==> src/rtl/asconp_pkg.sv <==
// Shared types and constants for the Ascon permutation scheduler.
// Holds the default unroll factor, the legal round range, the round-count
// aliases used by the mode FSMs, the scheduler FSM state type and the
// 5 x 64-bit permutation state type (x0 occupies bits [63:0]).
package asconp_pkg;

    localparam int unsigned UROL     = 1;
    localparam int unsigned MAX_RND  = 12;

    localparam int unsigned ROUNDS_A = 12;
    localparam int unsigned ROUNDS_B = 8;
    localparam int unsigned ROUNDS_6 = 6;

    localparam int unsigned RND_W    = 4;
    localparam int unsigned WORD_W   = 64;
    localparam int unsigned NWORDS   = 5;
    localparam int unsigned STATE_W  = WORD_W * NWORDS;

    typedef enum logic [1:0] {
        ST_IDLE = 2'd0,
        ST_RUN  = 2'd1,
        ST_DONE = 2'd2
    } sched_state_e;

    // Element [i] is word xi; element [0] sits in the low 64 bits.
    typedef logic [NWORDS-1:0][WORD_W-1:0] ascon_state_t;

endpackage

==> src/rtl/asconp.sv <==
// Combinational Ascon permutation, UROL rounds per evaluation.
// Ports:
//   round_cnt  - rounds still to apply; first round uses constant index
//                ROUNDS_A - round_cnt
//   cur_state  - 320-bit input state (x0 = [63:0] ... x4 = [319:256])
//   next_state - state after UROL rounds, same mapping
module asconp
    import asconp_pkg::*;
#(
    parameter int unsigned UROL = asconp_pkg::UROL
) (
    input  logic [RND_W-1:0]   round_cnt,
    input  logic [STATE_W-1:0] cur_state,
    output logic [STATE_W-1:0] next_state
);

    function automatic logic [WORD_W-1:0] rotr(input logic [WORD_W-1:0] v,
                                               input int unsigned n);
        return (v >> n) | (v << (WORD_W - n));
    endfunction

    // One full round: constant addition, bitsliced S-box, linear diffusion.
    function automatic ascon_state_t ascon_round(input ascon_state_t s,
                                                 input logic [RND_W-1:0] idx);
        ascon_state_t x;
        ascon_state_t t;
        x = s;
        x[2][7:0] = x[2][7:0] ^ {4'(4'd15 - idx), idx};

        x[0] = x[0] ^ x[4];
        x[4] = x[4] ^ x[3];
        x[2] = x[2] ^ x[1];
        t[0] = ~x[0] & x[1];
        t[1] = ~x[1] & x[2];
        t[2] = ~x[2] & x[3];
        t[3] = ~x[3] & x[4];
        t[4] = ~x[4] & x[0];
        x[0] = x[0] ^ t[1];
        x[1] = x[1] ^ t[2];
        x[2] = x[2] ^ t[3];
        x[3] = x[3] ^ t[4];
        x[4] = x[4] ^ t[0];
        x[1] = x[1] ^ x[0];
        x[0] = x[0] ^ x[4];
        x[3] = x[3] ^ x[2];
        x[2] = ~x[2];

        x[0] = x[0] ^ rotr(x[0], 19) ^ rotr(x[0], 28);
        x[1] = x[1] ^ rotr(x[1], 61) ^ rotr(x[1], 39);
        x[2] = x[2] ^ rotr(x[2], 1)  ^ rotr(x[2], 6);
        x[3] = x[3] ^ rotr(x[3], 10) ^ rotr(x[3], 17);
        x[4] = x[4] ^ rotr(x[4], 7)  ^ rotr(x[4], 41);
        return x;
    endfunction

    ascon_state_t rnd_state;

    // Chain UROL rounds; round k of this cycle uses constant index 12 - round_cnt + k.
    always_comb begin
        rnd_state = cur_state;
        for (int unsigned k = 0; k < UROL; k++) begin
            rnd_state = ascon_round(rnd_state,
                                    RND_W'(ROUNDS_A) - round_cnt + RND_W'(k));
        end
        next_state = rnd_state;
    end

endmodule

==> src/rtl/asconp_sched.sv <==
// Sequencing controller for the Ascon permutation datapath.
// Accepts a state plus round count, iterates the permutation UROL rounds
// per clock and returns the result over a valid/ready handshake.
// Ports:
//   clk, rst                 - clock, asynchronous active-high reset
//   in_valid_i / in_ready_o  - request handshake (ready only in IDLE)
//   nrounds_i, state_i       - rounds to apply and input state
//   out_valid_o/out_ready_i  - result handshake (valid only in DONE)
//   state_o                  - state register contents
//   err_o                    - result belongs to an illegal request
//   busy_o                   - high in RUN or DONE
//   abort_i                  - present only with ASCONP_SCHED_ABORT_EN defined
module asconp_sched
    import asconp_pkg::*;
#(
    parameter int unsigned UROL    = asconp_pkg::UROL,
    parameter int unsigned MAX_RND = asconp_pkg::MAX_RND
) (
    input  logic               clk,
    input  logic               rst,
    input  logic               in_valid_i,
    output logic               in_ready_o,
    input  logic [RND_W-1:0]   nrounds_i,
    input  logic [STATE_W-1:0] state_i,
    output logic               out_valid_o,
    input  logic               out_ready_i,
    output logic [STATE_W-1:0] state_o,
    output logic               err_o,
    output logic               busy_o
`ifdef ASCONP_SCHED_ABORT_EN
    ,
    input  logic               abort_i
`endif
);

    sched_state_e     fsm_q, fsm_d;
    logic [RND_W-1:0] rnd_q, rnd_d;
    ascon_state_t     st_q, st_d;
    logic [STATE_W-1:0] perm_out;
    logic             err_q, err_d;
    logic             rdy_q, rdy_d;
    logic             vld_q, vld_d;
    logic             busy_q, busy_d;
    logic             illegal_c;
    logic             abort_c;

`ifdef ASCONP_SCHED_ABORT_EN
    assign abort_c = abort_i;
`else
    assign abort_c = 1'b0;
`endif

    // Round counts must fit the schedule exactly so rnd_q lands on UROL.
    assign illegal_c = (32'(nrounds_i) > MAX_RND) || ((32'(nrounds_i) % UROL) != 0);

    asconp #(.UROL(UROL)) u_asconp (
        .round_cnt  (rnd_q),
        .cur_state  (st_q),
        .next_state (perm_out)
    );

    // Next-state and next-output decode.
    always_comb begin
        fsm_d = fsm_q;
        rnd_d = rnd_q;
        st_d  = st_q;
        err_d = err_q;

        unique case (fsm_q)
            ST_IDLE: begin
                if (in_valid_i) begin
                    st_d  = state_i;
                    rnd_d = nrounds_i;
                    if (illegal_c) begin
                        fsm_d = ST_DONE;
                        err_d = 1'b1;
                    end else if (nrounds_i == '0) begin
                        fsm_d = ST_DONE;
                        err_d = 1'b0;
                    end else begin
                        fsm_d = ST_RUN;
                    end
                end
            end
            ST_RUN: begin
                st_d  = perm_out;
                rnd_d = rnd_q - RND_W'(UROL);
                if (rnd_q == RND_W'(UROL)) begin
                    fsm_d = ST_DONE;
                end
            end
            ST_DONE: begin
                if (out_ready_i) begin
                    fsm_d = ST_IDLE;
                    err_d = 1'b0;
                end
            end
            default: begin
                fsm_d = ST_IDLE;
            end
        endcase

        // Abort wins over both a RUN update and a DONE handshake.
        if (abort_c && (fsm_q != ST_IDLE)) begin
            fsm_d = ST_IDLE;
            st_d  = st_q;
            rnd_d = '0;
            err_d = 1'b0;
        end

        rdy_d  = (fsm_d == ST_IDLE);
        vld_d  = (fsm_d == ST_DONE);
        busy_d = (fsm_d != ST_IDLE);
    end

    // State and output registers.
    always_ff @(posedge clk or posedge rst) begin
        if (rst) begin
            fsm_q  <= ST_IDLE;
            rnd_q  <= '0;
            st_q   <= '0;
            err_q  <= 1'b0;
            rdy_q  <= 1'b1;
            vld_q  <= 1'b0;
            busy_q <= 1'b0;
        end else begin
            fsm_q  <= fsm_d;
            rnd_q  <= rnd_d;
            st_q   <= st_d;
            err_q  <= err_d;
            rdy_q  <= rdy_d;
            vld_q  <= vld_d;
            busy_q <= busy_d;
        end
    end

    assign in_ready_o  = rdy_q;
    assign out_valid_o = vld_q;
    assign busy_o      = busy_q;
    assign err_o       = err_q;
    assign state_o     = st_q;

endmodule

==> config.mk <==
export PLATFORM = sky130hd
export DESIGN_NAME = asconp_sched
export DESIGN_NICKNAME = d
export VERILOG_FILES = /design/src/rtl/asconp_pkg.sv /design/src/rtl/asconp.sv /design/src/rtl/asconp_sched.sv
export SDC_FILE = /design/constraint.sdc
export NUM_CORES = 2
export LEC_CHECK = 0
export CORE_MARGIN = 5
export CORE_UTILIZATION = 50
export CTS_BUF_LIST = sky130_fd_sc_hd__clkbuf_4
export DETAILED_ROUTE_END_ITERATION = 10
export DONT_BUFFER_PORTS = 1
export PLACE_DENSITY = 0.65
export SLEW_MARGIN = 25
export SYNTH_ARGS = -nofsm -noshare
export SYNTH_HDL_FRONTEND = slang
export SYNTH_HIERARCHICAL = 1
export SYNTH_SLANG_ARGS = --single-unit
==> constraint.sdc <==
create_clock -name clk -period 24.2 [get_ports clk]
set_clock_uncertainty 0.15 [all_clocks]
set_input_delay 4.84 -clock clk [delete_from_list [all_inputs] [get_ports clk]]
set_output_delay 4.84 -clock clk [all_outputs]
set_load 0.02 [all_outputs]
Word-level counts from Yosys, hierarchy flattened --
Index checks and enable logic that the tools add are counted.
Cells by class: $add $sub $neg 3, multipliers 0, divide/modulo/power cells 0, $lt $le $gt $ge 1, equality and inequality tests 7, shifts and indexed selects 0, mux-type cells 15, bitwise logic cells 43, reductions and logical operators 8
Operator list (number):
- $xor A64 B64 Y64 | 21
- $pmux W320 S2 | 1
- $not A64 Y64 | 6
- $and A64 B64 Y64 | 5
- $mux W320 | 1
- $or A23 B64 Y64 | 1
- $or A25 B64 Y64 | 1
- $or A3 B64 Y64 | 1
- $or A36 B64 Y64 | 1
- $or A45 B64 Y64 | 1
- $or A47 B64 Y64 | 1
- $or A54 B64 Y64 | 1
- $or A57 B64 Y64 | 1
- $or A58 B64 Y64 | 1
- $or A63 B64 Y64 | 1
- $mux W2 | 5
- $pmux W4 S2 | 1
- $sub A4 B4 Y4 const A | 2
- $xor A8 B8 Y8 | 1
- $pmux W2 S3 | 1
- $reduce_bool A2 Y1 | 3
- $eq A2 B2 Y1 const B | 2
- $eq A4 B1 Y1 const B | 1
- $gt A4 B4 Y1 const B | 1
- 11 further kinds | 16
Word-level totals: bits in registers 330, latch bits 0, RAM bits 0, memory bits (read-only) 0, input port bits 328, output and inout bits 324, memories kept 0

Logic depth before layout (Yosys ltp) --
depth after elaboration 12, depth in mapped cells 11, mapped depth without buffers 11

Hierarchy --
The synthesis kept the hierarchy.
By module, submodules not included:
- asconp_sched | times used 1, cells each 1466, area an instance 15259.6 µm², sequential area each 8259.2 µm²
- asconp | times used 1, cells each 1866, area an instance 14950.6 µm², sequential area each 0.0 µm²

Worst setup path after synthesis --
No wires, ideal clock.
path kind in2reg, start in in_valid_i, end reg st_q (netlist bit state_o[243]), arrival 5615 ps, data required time 23973 ps, setup slack 18359 ps, stages 6, path buffers 3, cell sequence o21bai_2 -> buf_2 -> buf_4 -> buf_2 -> nand2_1 -> o21ai_1
Between the ends: longest elaborated chain between the ends 2
Ends and longest elaborated chain:
- start, declared | line asconp_sched.sv:21 | input logic in_valid_i,
- $ne A2 B2 Y1 (no source line)
- $reduce_and A2 Y1 (no source line)
- end signal, assigned | line asconp_sched.sv:129 | st_q <= st_d;
- end, declared | line asconp_sched.sv:38 | ascon_state_t st_q, st_d;
No other way between the ends. A chain may end at the register's enable or synchronous reset.

Worst setup path after layout --
start reg st_q (netlist bit state_o[217]), end out state_o[217]
RTL lines:
- end, declared | line asconp_sched.sv:27 | output logic [STATE_W-1:0] state_o,
No word-level cell between the ends.

==> results_dict.tcl <==
set metrics [dict create \
    numPortBuffers 0 \
    critPathLaunchType "flip-flop" \
    numCtsBuffers 99 \
    status "completed" \
    cts_tree "done" \
    drc 0 \
    area_delta_synth_final_pct 6.225 \
    nets 3791 \
    final_cell_mix "869 x xnor2_1, 551 x nand2_1, 327 x dfrtp_1, 322 x o21ai_1, 186 x xor2_1" \
    clkLatencyLatePin_ns 0.93 \
    ys.flop_type "dfrtp_1" \
    clock_sinks 330 \
    grt_overflow 0 \
    cts_resized 0 \
    fill_cells 5730 \
    min_to "rnd_q[3]" \
    synth-edff-count 0 \
    synth.avg_cell_area_um2 9.067 \
    dp_hpwl_um 115900 \
    whs_path_depth 1 \
    crit-reg2reg-launch "fsm_q[0]" \
    ctsRootBufferMaster "clkbuf_4" \
    slew_headroom_pct 17.18 \
    antenna_found_initial 22 \
    worst_r2r_path_depth 5 \
    r2r_end "state_o[255]" \
    slew_viol_final 0 \
    yosysWarnings 6 \
    floorplan.die.height_um 255.8 \
    rsz0062_at_grt "false" \
    setup.worst_path.end_class "output pin" \
    start_util_pct 50.24 \
    cp_data_required_time_ns 19.21 \
    num_rows 90 \
    grt_max_degree 173 \
    grt_pass1_wl_um 192300 \
    synth-seq-cells 330 \
    fp.coreArea_um2 60130 \
    fin_crit_sh_pct 27.26 \
    clock_path_buffers 3 \
    crit_fanout 7 \
    drtAntennaViolNets 0 \
    wl_per_cell_um 33.64 \
    dr.first_iter.drc_count 3044 \
    vias 25838 \
    clkTransAtPathRegs_ns 0.07 \
    final_common_cell "xnor2_1" \
    layout-drive-gt1-share_pct 10.77 \
    fmax_mhz 151.6 \
    place.gp.congestion 1.104 \
    syn_inst 3332 \
    die_w_um 255.8 \
    ctsHoldBuffers 0 \
    critPathKind "reg -> out" \
    h-tree-depth 3 \
    synth_area_um2 30210 \
    crit_arrival_ns 1.61 \
    dieArea_um2 65440 \
    min_period_ns 6.597 \
    post_cts_buffers 0 \
    hp-start "rnd_q[3]" \
    syn_nets 3791 \
    worstMarginPinSlew_ns 1.233 \
    async_flop_share_pct 100.0 \
    routed_wl_um 141700 \
    vias_per_cell 6.136 \
    yosysUniqueCellTypes 45 \
    synth-seq-area-share_pct 27.34 \
    drv_cap 0 \
    first_pass_iters 6 \
    final_hold_viol_count 0 \
    setup_tns_ns 0 \
    setup_violations 0 \
    first_global_vias 24010 \
    r2r_setup_slack_ns 19.96 \
    ios 652 \
    hold_path.class "reg -> reg" \
    grtUsageTotal_pct 41.27 \
]
[layout make-up]
type,count,area (µm²),area share [%]
Multi-Input combinational cell,2736,20770,64.71
Tap cell,782,978.4,3.049
Timing Repair Buffer,26,247.7,0.7720
Clock buffer,137,1028,3.205
Clock inverter,40,221.5,0.6901
Antenna cell,21,52.55,0.1638
Sequential cell,330,8267,25.76
Inverter,139,529.3,1.649
[per-stage QoR]
| step | hold WS, ns | instance area [µm²] | worst slack (ns) | utilization, % | std cells |
|---|---|---|---|---|---|
| floorplan | 0.4322 | 30210 | 10.07 | - | 3332 |
| global placement | 0.4701 | 30700 | 16.39 | 51.05 | 4011 |
| detailed placement | 0.4681 | 30720 | 16.32 | 51.08 | 4011 |
| CTS | 0.4829 | 31970 | 17.28 | 53.16 | 4188 |
| global route | 0.5205 | 32070 | 17.50 | 53.33 | 4201 |
| finish | 0.4868 | 32090 | 17.60 | 53.37 | 4211 |
[synth_stat cells, types with 70 or more instances]
cell	instances	area [µm²]
a22oi_2	70	875.8
mux2i_1	160	1602
dfrtp_1	329	8233
inv_1	137	514.2
a22oi_1	93	698.2
o21ai_1	322	1612
xnor2_2	98	1594
xor2_1	187	1638
ha_1	131	1639
nor2_1	83	311.6
nand2_1	551	2068
xnor2_1	874	7655
[sequential cells by signal (all words and copies together) (netlist names)]
register / count
state_o: 320
out_valid_o: 1
in_ready_o: 1
busy_o: 1
rnd_q: 4
err_o: 1
fsm_q: 2
[routing by layer]
| metal | routed length, µm | global-route usage [%] | vias up |
|---|---|---|---|
| met4 | 9792 | 23.73 | 8 |
| met3 | 16700 | 12.76 | 372 |
| met5 | 46 | 0 | - |
| li1 | - | - | 11057 |
| met1 | 52370 | 51.00 | 12695 |
| met2 | 62770 | 64.09 | 1706 |
[worst max-delay path by stage]
stage / startpoint / end / slack [ns] / cells past startpoint
finish: state_o[217] / state_o[217] / 17.60 / 0
global placement: in_valid_i / state_o[40] / 16.39 / 4
global route: in_valid_i / state_o[38] / 17.50 / 5
detailed placement: in_valid_i / state_o[285] / 16.32 / 4
CTS: in_valid_i / state_o[40] / 17.28 / 5
floorplan: rst / busy_o / 10.07 / 1
[logic make-up after synthesis]
| logic type | after synthesis | share of synthesized area, % |
|---|---|---|
| AO/OA/AOI/OAI | 627 | 13.07 |
| AND/OR/NAND/NOR | 649 | 8.205 |
| multiplexers | 162 | 5.384 |
| buffers and inverters | 266 | 4.146 |
| XOR/XNOR | 1164 | 36.33 |
| flip-flops | 330 | 27.34 |
| adder cells (fa/ha/maj) | 134 | 5.525 |
Power is not shown: default switching activity piles up to over one toggle a cycle in this logic, so the estimate is an artifact.
